**src/rtl/bundle_pkg.sv**
```systemverilog
// Bundle encoding shared by the issue sequencer, the control circuit and the bench:
// opcode values, field slices of the 32-bit two-slot bundle, and the issue FSM states.
package bundle_pkg;

  localparam logic [4:0] OP1_NOP  = 5'b00000;
  localparam logic [4:0] OP1_ALU  = 5'b01000;
  localparam logic [4:0] OP1_ALUI = 5'b00101;

  localparam logic [4:0] OP2_NOP  = 5'b00000;
  localparam logic [4:0] OP2_LD   = 5'b01010;
  localparam logic [4:0] OP2_ST   = 5'b01011;
  localparam logic [4:0] OP2_JMP  = 5'b11110;
  localparam logic [4:0] OP2_BR   = 5'b11011;

  typedef enum logic [1:0] {IDLE, ISSUE, MEM, RESOLVE} state_t;

  function automatic logic [4:0] op1_of(input logic [31:0] b);
    return b[4:0];
  endfunction

  function automatic logic [2:0] fn1_of(input logic [31:0] b);
    return b[7:5];
  endfunction

  function automatic logic [2:0] rd1_of(input logic [31:0] b);
    return b[10:8];
  endfunction

  function automatic logic [2:0] rs1_of(input logic [31:0] b);
    return b[13:11];
  endfunction

  function automatic logic [4:0] op2_of(input logic [31:0] b);
    return b[20:16];
  endfunction

  function automatic logic [2:0] rt2_of(input logic [31:0] b);
    return b[23:21];
  endfunction

  function automatic logic [2:0] base2_of(input logic [31:0] b);
    return b[26:24];
  endfunction

endpackage

```
**src/rtl/hazard_check.sv**
```systemverilog
// Load-use detector: flags an incoming bundle that reads the register a completed load is writing.
// Purely combinational, no backpressure of its own; the sequencer turns a hit into a one-cycle bubble.
module hazard_check
  import bundle_pkg::*;
(
  input  logic       pend,
  input  logic [2:0] dest,
  input  logic [4:0] op1,
  input  logic [2:0] rd1,
  input  logic [2:0] rs1,
  input  logic [4:0] op2,
  input  logic [2:0] rt2,
  input  logic [2:0] base2,
  output logic       hazard
);

  logic slot1_reads;
  logic slot2_reads;

  // rd1 counts as a source: slot-1 ALU forms read-modify-write their destination.
  assign slot1_reads = (op1 != OP1_NOP) && ((rs1 == dest) || (rd1 == dest));
  assign slot2_reads = ((op2 == OP2_LD) || (op2 == OP2_ST)) &&
                       ((base2 == dest) || (rt2 == dest));

  assign hazard = pend && (slot1_reads || slot2_reads);

endmodule

```
**src/rtl/bundle_issue_ctrl.sv**
```systemverilog
// Issue sequencer: one bundle per cycle from fetch, held for slot-2 memory waits and branch resolve.
// Zero-cycle issue path; ir_ready drops in MEM/RESOLVE and for one cycle on a load-use hit.
module bundle_issue_ctrl
  import bundle_pkg::*;
#(
  parameter int MEM_TIMEOUT = 16,
  parameter int CNT_W       = 16
) (
  input  logic             clk,
  input  logic             rst,
  input  logic             ir_valid,
  input  logic [31:0]      ir,
  output logic             ir_ready,
  output logic             pc_write,
  output logic [31:0]      issue_ir,
  input  logic             n_cntrl,
  output logic             mem_req,
  input  logic             mem_ack,
  output logic             flush,
  output logic             stall,
  output logic             mem_err,
  output logic [CNT_W-1:0] stall_cnt
);

  localparam int                WAIT_W   = $clog2(MEM_TIMEOUT + 1);
  localparam logic [WAIT_W-1:0] WAIT_MAX = WAIT_W'(MEM_TIMEOUT);

  state_t            state_q, state_d;
  logic [31:0]       cur_ir_q;
  logic [WAIT_W-1:0] wait_q;
  logic              load_pend_q;
  logic [2:0]        load_dest_q;
  logic              hazard;
  logic              capture;
  logic              set_pend;
  logic              clr_pend;
  logic              mem_timeout;

  hazard_check u_hazard (
    .pend   (load_pend_q),
    .dest   (load_dest_q),
    .op1    (op1_of(ir)),
    .rd1    (rd1_of(ir)),
    .rs1    (rs1_of(ir)),
    .op2    (op2_of(ir)),
    .rt2    (rt2_of(ir)),
    .base2  (base2_of(ir)),
    .hazard (hazard)
  );

  always_comb begin
    state_d     = state_q;
    ir_ready    = 1'b0;
    pc_write    = 1'b0;
    issue_ir    = 32'h0;
    mem_req     = 1'b0;
    flush       = 1'b0;
    stall       = 1'b0;
    capture     = 1'b0;
    set_pend    = 1'b0;
    clr_pend    = 1'b0;
    mem_timeout = 1'b0;
    case (state_q)
      IDLE: state_d = ISSUE;
      ISSUE: begin
        if (ir_valid && hazard) begin
          // One bubble is enough: the load result is written back by the next cycle.
          stall    = 1'b1;
          clr_pend = 1'b1;
        end else begin
          ir_ready = 1'b1;
          if (ir_valid) begin
            pc_write = 1'b1;
            issue_ir = ir;
            capture  = 1'b1;
            clr_pend = 1'b1;
            if ((op2_of(ir) == OP2_LD) || (op2_of(ir) == OP2_ST)) begin
              state_d = MEM;
            end else if ((op2_of(ir) == OP2_JMP) || (op2_of(ir) == OP2_BR)) begin
              state_d = RESOLVE;
            end
          end
        end
      end
      MEM: begin
        mem_req  = 1'b1;
        issue_ir = cur_ir_q;
        stall    = 1'b1;
        if (mem_ack) begin
          state_d  = ISSUE;
          set_pend = (op2_of(cur_ir_q) == OP2_LD);
        end else if (wait_q == WAIT_MAX) begin
          mem_timeout = 1'b1;
          state_d     = ISSUE;
        end
      end
      RESOLVE: begin
        issue_ir = cur_ir_q;
        state_d  = ISSUE;
        if ((op2_of(cur_ir_q) == OP2_JMP) ||
            ((op2_of(cur_ir_q) == OP2_BR) && n_cntrl)) begin
          flush    = 1'b1;
          pc_write = 1'b1;
        end
      end
      default: state_d = IDLE;
    endcase
  end

  always_ff @(posedge clk or posedge rst) begin
    if (rst) begin
      state_q     <= IDLE;
      cur_ir_q    <= 32'h0;
      wait_q      <= '0;
      load_pend_q <= 1'b0;
      load_dest_q <= 3'd0;
      mem_err     <= 1'b0;
      stall_cnt   <= '0;
    end else begin
      state_q <= state_d;
      if (capture) begin
        cur_ir_q <= ir;
      end
      if ((state_d == MEM) && (state_q != MEM)) begin
        wait_q <= WAIT_W'(1);
      end else if (state_q == MEM) begin
        wait_q <= wait_q + 1'b1;
      end
      if (set_pend) begin
        load_pend_q <= 1'b1;
        load_dest_q <= rt2_of(cur_ir_q);
      end else if (clr_pend) begin
        load_pend_q <= 1'b0;
      end
      if (mem_timeout) begin
        mem_err <= 1'b1;
      end
      if (stall && (stall_cnt != '1)) begin
        stall_cnt <= stall_cnt + 1'b1;
      end
    end
  end

  logic unused_fields;
  assign unused_fields = ^{fn1_of(ir), OP1_ALU, OP1_ALUI, OP2_NOP};

endmodule
```
**config.mk**
```make
export PLATFORM = sky130hd
export DESIGN_NAME = bundle_issue_ctrl
export DESIGN_NICKNAME = d
export VERILOG_FILES = /design/src/rtl/bundle_pkg.sv /design/src/rtl/hazard_check.sv /design/src/rtl/bundle_issue_ctrl.sv
export SDC_FILE = /design/constraint.sdc
export NUM_CORES = 1
export LEC_CHECK = 0
export BUFFER_PORTS_ARGS = -buffer_cell sky130_fd_sc_hd__buf_2
export CAP_MARGIN = 0
export CORE_ASPECT_RATIO = 0.75
export CORE_MARGIN = 2
export CORE_UTILIZATION = 50
export CTS_BUF_LIST = sky130_fd_sc_hd__clkbuf_4 sky130_fd_sc_hd__clkbuf_8
export DETAILED_ROUTE_END_ITERATION = 8
export PLACE_DENSITY = 0.74
export SLEW_MARGIN = 20
export SYNTH_ARGS = -nofsm -noshare
export SYNTH_HDL_FRONTEND = slang
export SYNTH_SLANG_ARGS = --single-unit
```
**constraint.sdc**
```tcl
create_clock -name clk -period 2.7 [get_ports clk]
set_clock_uncertainty 0.2 [all_clocks]
set_input_delay 0.135 -clock clk [delete_from_list [all_inputs] [get_ports clk]]
set_output_delay 0.135 -clock clk [all_outputs]
set_load 0.02 [all_outputs]
```
### Word level (Yosys, flattened, before mapping)

Index checks and enable logic that the tools add are counted.

* bits in writable memories: 0
* bits in registers: 60
* memory bits (read-only): 0
* memories: 0
* latch bits: 0
* word-level logic and storage cells: 78
* input bits: 37

* magnitude comparators: 0
* div/mod/pow operators: 0
* mux-type cells: 32
* add/sub/neg operators: 2
* reductions and logical operators: 19
* bitwise operators: 0
* shifts and indexed selects: 0
* eq/ne operators: 18
* multipliers: 0

Operator list (number)
* 2-to-1 mux 32 bit: 2
* one-hot mux 32 bit (2 select lines): 1
* equality test 5 bit, second input constant: 5
* 2-to-1 mux 1 bit: 18
* adder 16 x 1 -> 16 bit, second input constant: 1
* != test 16 bit, second input constant: 1
* equality test 5 x 4 -> 1 bit, second input constant: 3
* equality test 3 bit: 4
* 2-to-1 mux 2 bit: 6
* 2-to-1 mux 5 bit: 2
* logical AND 1 bit: 7
* equality test 2 bit, second input constant: 3
* logical OR 1 bit: 6
* one-hot mux 2 bit (3 select lines): 1
* adder 5 x 1 -> 5 bit, second input constant: 1
* nonzero test 5 bit: 1
* one-hot mux 1 bit (2 select lines): 2
* nonzero test 2 bit: 2
* OR reduction 2 bit: 2
* equality test 2 x 1 -> 1 bit, second input constant: 1
* zero test 2 bit: 1
* != test 2 bit, second input constant: 1

### Longest topological paths before layout

Gate-level depths: netlist of run 1.

* depth in word-level cells: 11
* gate-level depth with buffers: 10
* mapped depth without buffers: 8

### Modules after synthesis

A second synthesis of run 1 with hierarchy kept.

* cells, all modules: 376
* area total of the unflattened synthesis: 3148.0 um^2

By module, submodules not included
* bundle_issue_ctrl: area each 2989.1 um^2, cells each 355, seq. area each 1501.4 um^2, instances 1
* hazard_check: area each 158.9 um^2, cells each 21, seq. area each 0.0 um^2, instances 1

### Worst setup path after synthesis of run 1

OpenSTA, ideal clock, no wires.

* kind: reg-to-output
* start point: register state_q[0]
* end point: output issue_ir[0]
* required time: 2.365 ns
* setup slack: 0.367 ns
* stages on the path, launching flop included: 8
* arrival: 1.998 ns
* cells stage by stage: dfrtp_1 inv_1 ha_1 or2_2 clkbuf_1 clkbuf_1 nand2_1 a21oi_1

* cells in the longest elaborated chain, start to end: 3
* elaborated cells on any way between the ends: 5
* classes of those cells: 3 x eq/ne; 1 x mux; 1 x reduce/logical

RTL lines
* from (decl): line bundle_issue_ctrl.sv:28 `state_t state_q, state_d;`
* from (signal assigned): line bundle_issue_ctrl.sv:120 `state_q <= state_d;`
* equality test 2 bit: line bundle_issue_ctrl.sv:63 `case (state_q)`
* OR reduction 2 bit (no source line)
* one-hot mux 32 bit (2 select lines) *: line bundle_issue_ctrl.sv:63
* to (decl): line bundle_issue_ctrl.sv:15 `output logic [31:0] issue_ir,`

Every way passes the cells marked *; elsewhere a longest branch is shown, timed or not.

### Worst setup path in the final report of run 1

* start point: register load_dest_q[2]
* end point: output issue_ir[25]

* cells in the longest elaborated chain, start to end: 8
* elaborated cells on any way between the ends: 13
* classes of those cells: 4 x eq/ne; 2 x mux; 7 x reduce/logical

RTL lines
* from (decl): line bundle_issue_ctrl.sv:32 `logic [2:0] load_dest_q;`
* from (signal assigned): line bundle_issue_ctrl.sv:131 `load_dest_q <= rt2_of(cur_ir_q);`
* equality test 3 bit, on equally long branches: line hazard_check.sv:21, hazard_check.sv:23
* logical OR 1 bit, on equally long branches: line hazard_check.sv:21, hazard_check.sv:23
* logical AND 1 bit, on equally long branches: line hazard_check.sv:21, hazard_check.sv:22
* logical OR 1 bit *: line hazard_check.sv:25 `assign hazard = pend && (slot1_reads || slot2_reads);`
* logical AND 1 bit *: line hazard_check.sv:25
* logical AND 1 bit *: line bundle_issue_ctrl.sv:66 `if (ir_valid && hazard) begin`
* 2-to-1 mux 32 bit *: line bundle_issue_ctrl.sv:66
* one-hot mux 32 bit (2 select lines) *: line bundle_issue_ctrl.sv:63

Marked as above.

==> key figures, run 1 <==
Floorplan
  – Die Span Y: 76.7 microns
  – Chip width: 101 microns
  – Num ports: 91
  – Initial Utilization: 51.6%
  – Row Count: 26
  – Core box area: 6830 sq um
  – Area of the die: 7740 sq um

Drt
  – Via density per instance: 5.54
  – DRC violations left: 0
  – Post-DR wirelength/cell: 15.0 microns
  – DRT iter0 DRCs: 241
  – ANT nets after route: 0
  – DRT Pass-1 Iters: 5
  – Drt total wl: 9310 microns
  – Vias: 3433

Layout
  – Final Cell Area: 4730 sq um
  – Fin cells: 620
  – Final Util: 69.2%
  – # diodes: 0
  – Layout Nets: 575
  – Layout cell share with drive strength beyond 1: 29.9%
  – Area Growth Syn to Fin: 34.2%

Logic synthesis
  – Register area share after synthesis: 42.6%
  – Post-Synthesis Cell Area: 3520 sq um
  – Synth Instances: 401
  – Synth warnings: 0
  – Synthesized flop and latch total: 60
  – Count of unique library cells instantiated by Yosys: 50
  – Async set-reset flop share out of synthesis: 100%
  – Top_reg_cell synth: dfrtp_1
  – Number of flops mapped to enable cells by yosys: 0
  – Syn avg cell area: 8.79 sq um
  – Post-synthesis net count: 445

Timing
  – Final Max Tran Viols: 0
  – # setup viols final: 0
  – RSZ-0062 raised after global routing: true
  – Final cycle utilization of the critical path: 98.0%
  – Relative slew slack: 62.5%
  – Worst-margin pin slew: 0.555 ns
  – Crit path time final: 2.65 ns
  – Endpoints failing hold: 0
  – Fmax: 378 MHz
  – Hold slack: 0.0377 ns

Global routing
  – First-pass GRT wire length: 15300 microns
  – Vias in the first global route: 3162
  – Initial antenna violation count: 0
  – GRT Overall Usage: 24.6%
  – Total grt overflow: 0
  – Largest net degree at the start of global routing: 59

Worst setup path
  – Critical path capture point type: primary output
  – Reg-to-reg startpoint: load_dest_q[2]$_DFFE_PP0P_
  – Worst Path Arrival: 2.31 ns
  – Crit Reg-Reg Endpoint: stall_cnt[1]$_DFFE_PP0P_
  – Crit Path Category: reg -> out
  – Worst-path maximum fanout: 29
  – Startpoint types: flop
  – Cells on worst reg2reg path: 9
  – Reg2Reg Setup Slack: 0.24 ns
  – Required time worst endpoint: 2.37 ns

Placed design
  – Routability congestion estimate: 0.821
  – DP Cell Count: 564
  – I/O Buffers: 90
  – Hpwl dp: 6020 microns
  – DP Area: 4030 sq um

Clock network
  – Num CTS Buffers: 9
  – Number of buffers on the longest clock path: 2
  – Root Buffer: clkbuf_8
  – Clk_lat worst skew: 0.33 ns
  – Htree depth: 3
  – CTS tree: yes
  – CTS sink cnt: 60
  – Worst-path clk slew: 0.07 ns

Run status
  – Status: completed

Power
  – Leakage: 2.46 nW
  – PD cells: 847 nW/um^2
  – Max VDD drop: 0.480 mV

Hold path
  – Worst hold path class: in -> async

Job
  – Max-cap check violation count: 0
-- worst max-delay path: stages (launching register included) --
cell and delay, ns:
dfrtp_2 0.47, xnor2_1 0.19, nand3_1 0.14, a21o_4 0.27, and3b_2 0.26, buf_12 0.18, a22oi_1 0.21, nor2_1 0.08
buf_2 0.18
-- where the power goes --
group | internal, mW | leakage, nW | total, mW | switching [mW]
clock | 0.564 | 0.113 | 0.907 | 0.342
combinational | 0.644 | 1.59 | 1.66 | 1.02
sequential | 1.19 | 0.756 | 1.44 | 0.242
total | 2.40 | 2.46 | 4.01 | 1.60
-- layout by cell type (no fill, tap or decap), types with 7 or more instances in the layout --
| cell type | netlist | layout |
|---|---|---|
| xor2_1 | 21 | 20 |
| xnor2_1 | 9 | 8 |
| nand2_1 | 121 | 121 |
| dlygate4sd3_1 | 0 | 34 |
| nand3_1 | 10 | 10 |
| a21oi_1 | 10 | 10 |
| nand4_1 | 11 | 11 |
| clkbuf_8 | 0 | 10 |
| nor2_1 | 31 | 31 |
| inv_1 | 8 | 7 |
| a22oi_1 | 25 | 21 |
| nor3_1 | 9 | 7 |
| buf_2 | 3 | 90 |
| buf_4 | 3 | 16 |
| dfrtp_1 | 60 | 56 |
-- cells in the mapped netlist, types with 5 or more instances --
| master | number | area share, % |
|---|---|---|
| a22oi_1 | 25 | 5.3 |
| buf_6 | 8 | 2.6 |
| a21oi_1 | 10 | 1.4 |
| and3_1 | 5 | 0.89 |
| nand2_1 | 121 | 13 |
| nor3_1 | 9 | 1.3 |
| xnor2_1 | 9 | 2.2 |
| nor4_1 | 6 | 1.1 |
| nand4_1 | 11 | 2.0 |
| clkbuf_1 | 10 | 1.1 |
| xor2_1 | 21 | 5.2 |
| nand3_1 | 10 | 1.4 |
| inv_1 | 8 | 0.85 |
| nor2_1 | 31 | 3.3 |
| ha_1 | 7 | 2.5 |
| dfrtp_1 | 60 | 43 |
-- metrics by stage --
step	total power, mW	TNS (ns)	setup WS [ns]
2_1_floorplan	2.57	0	0.367
3_3_place_gp	2.92	0	0.284
3_5_place_dp	2.97	0	0.266
4_1_cts	3.93	0	0.00397
5_1_grt	4.30	-0.661	-0.0520
6_report	4.01	0	0.0546
-- state kept, by name, indices dropped and copies added, names as in the netlist --
signal and flops:
cur_ir_q 32, stall_cnt 16, wait_q 5, load_dest_q 3, state_q 2, load_pend_q 1
mem_err 1
-- timing repair --
| action | 4_1_cts | 5_1_grt |
|---|---|---|
| setup endpoints to repair | 10 | 34 |
| resized for setup | 4 | 13 |
| endpoints found under the hold margin | 93 | 0 |
| pin swaps | 0 | 5 |
| cloned | 0 | 1 |
| hold buffers | 34 | 0 |
| buffers inserted | 0 | 5 |
-- how the worst max path moves through the flow --
stage,start,to,depth (start not counted)
global route,load_dest_q[2]$_DFFE_PP0P_,issue_ir[5],8
CTS,state_q[0]$_DFF_PP0_,stall,7
global placement,state_q[0]$_DFF_PP0_,stall,7
finish,load_dest_q[2]$_DFFE_PP0P_,issue_ir[25],8
floorplan,state_q[0]$_DFF_PP0_,issue_ir[0],7
detailed placement,state_q[0]$_DFF_PP0_,stall,7
-- cells by family (layout without fill, tap and decap cells) --
kind of cell / after synthesis / count (layout) / share of synthesized area, %
flip-flops: 60 / 60 / 42.6
multiplexers: 4 / 4 / 1.38
adder cells (fa/ha/maj): 7 / 7 / 2.49
AND/OR/NAND/NOR: 212 / 212 / 27.8
buffers and inverters: 32 / 167 / 5.54
AO/OA/AOI/OAI: 56 / 56 / 12.7
XOR/XNOR: 30 / 30 / 7.46
-- layout make-up --
type | instances | area [sq um]
fill | 536 | 2100
multi-input combinational | 309 | 1900
clock inverter | 4 | 72.6
sequential | 60 | 1510
tap | 84 | 105
inverter | 8 | 30.0
clock buffer | 12 | 153
timing repair buffer | 143 | 967
-- layer usage --
metal	vias up	track usage, %	routed length, microns
li1	1636	-	-
met1	1655	35.9	4350
met2	129	37.0	4290
met3	13	5.01	557
met4	0	7.43	109
met5	-	0	0
No activity file was read; power rests on OpenSTA's default activity.
==> run 2, diff against run 1 <==
--- a/config.mk
+++ b/config.mk
@@ -5,12 +5,13 @@
 export SDC_FILE = /design/constraint.sdc
 export NUM_CORES = 1
 export LEC_CHECK = 0
+export ABC_AREA = 1
 export BUFFER_PORTS_ARGS = -buffer_cell sky130_fd_sc_hd__buf_2
 export CAP_MARGIN = 0
 export CORE_ASPECT_RATIO = 0.75
 export CORE_MARGIN = 2
 export CORE_UTILIZATION = 50
-export CTS_BUF_LIST = sky130_fd_sc_hd__clkbuf_4 sky130_fd_sc_hd__clkbuf_8
+export CTS_BUF_LIST = sky130_fd_sc_hd__clkbuf_16
 export DETAILED_ROUTE_END_ITERATION = 8
 export PLACE_DENSITY = 0.74
 export SLEW_MARGIN = 20
==> run 2 against run 1 <==
Against the previous run:
- final cell count increased by 11%
- critical endpoint is now issue_ir[9]
- critical path depth unchanged
- synthesized cell count is 18% higher
- hold slack improved by 0.21 ns
- largest power group unchanged
==> key figures, run 2 <==
Placed design
  – Dpl ws: 0.389 ns (was 0.266 ns)
  – DP Cell Count: 639 (was 564)
  – DP Area: 4000 sq um (was 4030 sq um)
  – I/O Buffers: 90 (unchanged)
  – Routability congestion estimate: 0.956 (was 0.821)
  – Hpwl dp: 6280 microns (was 6020 microns)

Logic synthesis
  – Post-synth top area share: 43.0% (was 42.6%)
  – Number of flops mapped to enable cells by yosys: 0 (unchanged)
  – Post-synthesis net count: 519 (was 445)
  – Synth area leader: dfrtp_1 (unchanged)
  – Count of unique library cells instantiated by Yosys: 31 (was 50)
  – Synth Instances: 475 (was 401)
  – Register area share after synthesis: 43.0% (was 42.6%)
  – Async set-reset flop share out of synthesis: 100% (unchanged)
  – Syn avg cell area: 7.34 sq um (was 8.79 sq um)
  – Post-Synthesis Cell Area: 3490 sq um (was 3520 sq um)
  – Top_reg_cell synth: dfrtp_1 (unchanged)
  – Synth area leaders: dfrtp_1 (43%), nand2_1 (21%), inv_1 (4.9%), a21oi_1 (4.6%), nand3_1 (4.0%) (was dfrtp_1 (43%), nand2_1 (13%), a22oi_1 (5.3%), xor2_1 (5.2%), nor2_1 (3.3%))
  – Synth warnings: 0 (unchanged)
  – Post-synth top cells: nand2_1 (191), dfrtp_1 (60), inv_1 (46) (was nand2_1 (121), dfrtp_1 (60), nor2_1 (31))
  – Synthesized flop and latch total: 60 (unchanged)
  – Top-count cell post-synth: nand2_1 (unchanged)

Floorplan
  – Area of the die: 7670 sq um (was 7740 sq um)
  – Num ports: 91 (unchanged)
  – Die Span Y: 76.3 microns (was 76.7 microns)
  – Chip width: 100 microns (was 101 microns)
  – Core box area: 6800 sq um (was 6830 sq um)
  – Initial Utilization: 51.3% (was 51.6%)
  – Row Count: 26 (unchanged)

Timing
  – Relative slew slack: 56.3% (was 62.5%)
  – Endpoints failing hold: 0 (unchanged)
  – Final Max Tran Viols: 0 (unchanged)
  – Worst setup margin: 0.162 ns (was 0.0546 ns)
  – # setup viols final: 0 (unchanged)
  – Fmax: 394 MHz (was 378 MHz)
  – Worst-margin pin slew: 0.655 ns (was 0.555 ns)
  – Hold slack: 0.249 ns (was 0.0377 ns)
  – Crit path time final: 2.54 ns (was 2.65 ns)
  – Final cycle utilization of the critical path: 94.0% (was 98.0%)

Global routing
  – Largest net degree at the start of global routing: 41 (was 59)
  – Initial antenna violation count: 0 (unchanged)
  – Total grt overflow: 0 (unchanged)
  – Vias in the first global route: 3266 (was 3162)
  – First-pass GRT wire length: 15300 microns (about the same)
  – GRT Overall Usage: 25.0% (was 24.6%)

Power
  – Cell internal pwr: 2.32 mW (was 2.40 mW)
  – Clock share of power: 24.9% (was 22.6%)
  – PD cells: 850 nW/um^2 (was 847 nW/um^2)
  – Sequential Power Share: 37.0% (was 35.8%)
  – Max VDD drop: 0.454 mV (was 0.480 mV)
  – Switching pwr: 1.60 mW (about the same)
  – Leakage: 2.45 nW (was 2.46 nW)
  – Net Sw Frac: 40.9% (was 40.1%)
  – Comb pwr share: 38.2% (was 41.5%)

Worst setup path
  – Worst-path maximum fanout: 32 (was 29)
  – Most frequent CP cell: nand2_1
  – Top delay family on crit path: buffers and inverters (was simple AND/OR/NAND/NOR gates)
  – Required time worst endpoint: 2.37 ns (about the same)
  – Worst Path Arrival: 2.20 ns (was 2.31 ns)
  – Startpoint types: flop (unchanged)
  – Critical path capture point type: primary output (unchanged)
  – Critical Path Max Stage Delay: 0.41 ns (was 0.47 ns)
  – CP Cell Sequence: inv_1 -> ha_2 -> clkinvlp_4 -> nand2_1 -> buf_12 -> nand2_1 -> a21oi_1 -> buf_2 (was xnor2_1 -> nand3_1 -> a21o_4 -> and3b_2 -> buf_12 -> a22oi_1 -> nor2_1 -> buf_2)
  – Buffers & Inverters on Critical Path: 4 (was 2)
  – Crit Path Category: reg -> out (unchanged)
  – CP max stage cell: dfrtp_1 (was dfrtp_2)

Clock network
  – Number of buffers on the longest clock path: 2 (unchanged)
  – Worst-path clk slew: 0.05 ns (was 0.07 ns)
  – Num CTS Buffers: 9 (unchanged)
  – CTS sink cnt: 60 (unchanged)
  – Post-CTS Setup Repair Bufs: 0 (unchanged)
  – Root Buffer: clkbuf_16 (was clkbuf_8)
  – Htree depth: 3 (unchanged)
  – Clk_lat worst skew: 0.32 ns (was 0.33 ns)
  – CTS tree: yes (unchanged)

Layout
  – Layout cell share with drive strength beyond 1: 21.3% (was 29.9%)
  – Most common cell after layout, fill and taps aside: nand2_1 (unchanged)
  – Fin cells: 690 (was 620)
  – # diodes: 0 (unchanged)
  – Layout Nets: 645 (was 575)
  – Most frequent cells in the layout: nand2_1 (191), buf_2 (90), dfrtp_1 (60) (was nand2_1 (121), buf_2 (90), dfrtp_1 (56))
  – Area Growth Syn to Fin: 32.3% (was 34.2%)
  – Most flops, register: cur_ir_q (unchanged)
  – Regs by FF count: cur_ir_q x32, stall_cnt x16, wait_q x5 (unchanged)
  – Max FFs per register: 32 (unchanged)
  – Final Cell Area: 4610 sq um (was 4730 sq um)

Drt
  – Via density per instance: 5.11 (was 5.54)
  – DRT iter0 DRCs: 253 (was 241)
  – Post-DR wirelength/cell: 13.2 microns (was 15.0 microns)
  – Drt total wl: 9090 microns (was 9310 microns)
  – DRC violations left: 0 (unchanged)
  – Vias: 3529 (was 3433)
  – ANT nets after route: 0 (unchanged)
  – DRT Pass-1 Iters: 5 (unchanged)

Run status
  – Status: completed (unchanged)

Hold path
  – Worst hold path class: in -> async (unchanged)

Job
  – Max-cap check violation count: 0 (unchanged)
-- run 2: changes by cell type after synthesis, sizes merged, moves of 7 or more --
cell / previous run / this run
nand2: 121 / 200
nand3: 10 / 30
a21oi: 10 / 34
a22oi: 25 / 1
xor2: 21 / 11
o21ai: 3 / 16
nor4: 8 / 1
nor2: 32 / 15
inv: 8 / 50
-- run 2: area by class of cell --
type                            instances  area, sq um
Fill cell                             565         2180
Inverter                               51          203
Multi-Input combinational cell        348         1680
Clock buffer                            9          225
Sequential cell                        60         1500
Tap cell                               84          105
Timing Repair Buffer                  131          871
Clock inverter                          7         28.8
-- run 2: worst register-to-register path, cell delays in order, from the launching register on --
cell and delay [ns]:
dfrtp_1 0.41, inv_1 0.15, ha_2 0.30, clkinvlp_4 0.23
nor3_1 0.23, o21ai_0 0.10, nand2_1 0.13, nand3_1 0.16
nand3_1 0.10, o21ai_0 0.09
-- run 2: power by group through the flow --
stage	sequential, mW	clock (mW)	combinational (mW)
floorplan	1.45	0	1.02
global placement	1.44	0	1.40
detailed placement	1.45	0	1.45
CTS	1.45	0.990	1.49
global route	1.49	1.04	1.69
finish	1.45	0.975	1.50
-- run 2: path summary, 6_finish.rpt --
kind | startpoint | end | slack (ns) | depth (start not counted)
max reg2reg | state_q[0]$_DFF_PP0_ | wait_q[2]$_DFFE_PP0P_ | 0.48 | 9
min reg2reg | cur_ir_q[10]$_DFFE_PP0P_ | cur_ir_q[10]$_DFFE_PP0P_ | 0.28 | 2
min | rst | wait_q[4]$_DFFE_PP0P_ | 0.25 | 3
min in group clk | cur_ir_q[10]$_DFFE_PP0P_ | cur_ir_q[10]$_DFFE_PP0P_ | 0.28 | 2
max in group asynchronous | rst | cur_ir_q[8]$_DFFE_PP0P_ | 1.46 | 4
max | state_q[0]$_DFF_PP0_ | issue_ir[9] | 0.16 | 8
-- run 2: layer usage --
layer | GRT usage (%) | vias to the layer above | wire, microns | part of all wire, %
met2 | 36.8 | 125 | 4090 | 45
met5 | 0 | - | 0 | 0
met4 | 10.5 | 0 | 215 | 2.4
met1 | 36.0 | 1626 | 4290 | 47
li1 | - | 1756 | - | -
met3 | 4.77 | 22 | 495 | 5.4
-- run 2: what timing repair did --
action | in CTS | in global routing
endpoints found under the setup margin | 0 | 32
resized for setup | 0 | 4
hold endpoints to repair | 62 | 0
hold buffers | 35 | 0
-- run 2: per-stage QoR --
stage	setup TNS, ns	util (%)	power, mW
finish	0	67.9	3.92
global route	-0.0153	67.9	4.22
CTS	0	67.7	3.93
detailed placement	0	58.8	2.90
global placement	0	58.8	2.84
floorplan	0	-	2.47
-- run 2: kinds of logic after synthesis --
family,after synthesis,share of synthesized area (%)
compound gates,54,8.61
xor+xnor,19,4.77
fa+ha+maj,7,2.51
buf+inv,67,8.86
flops,60,43.0
simple gates,268,32.2
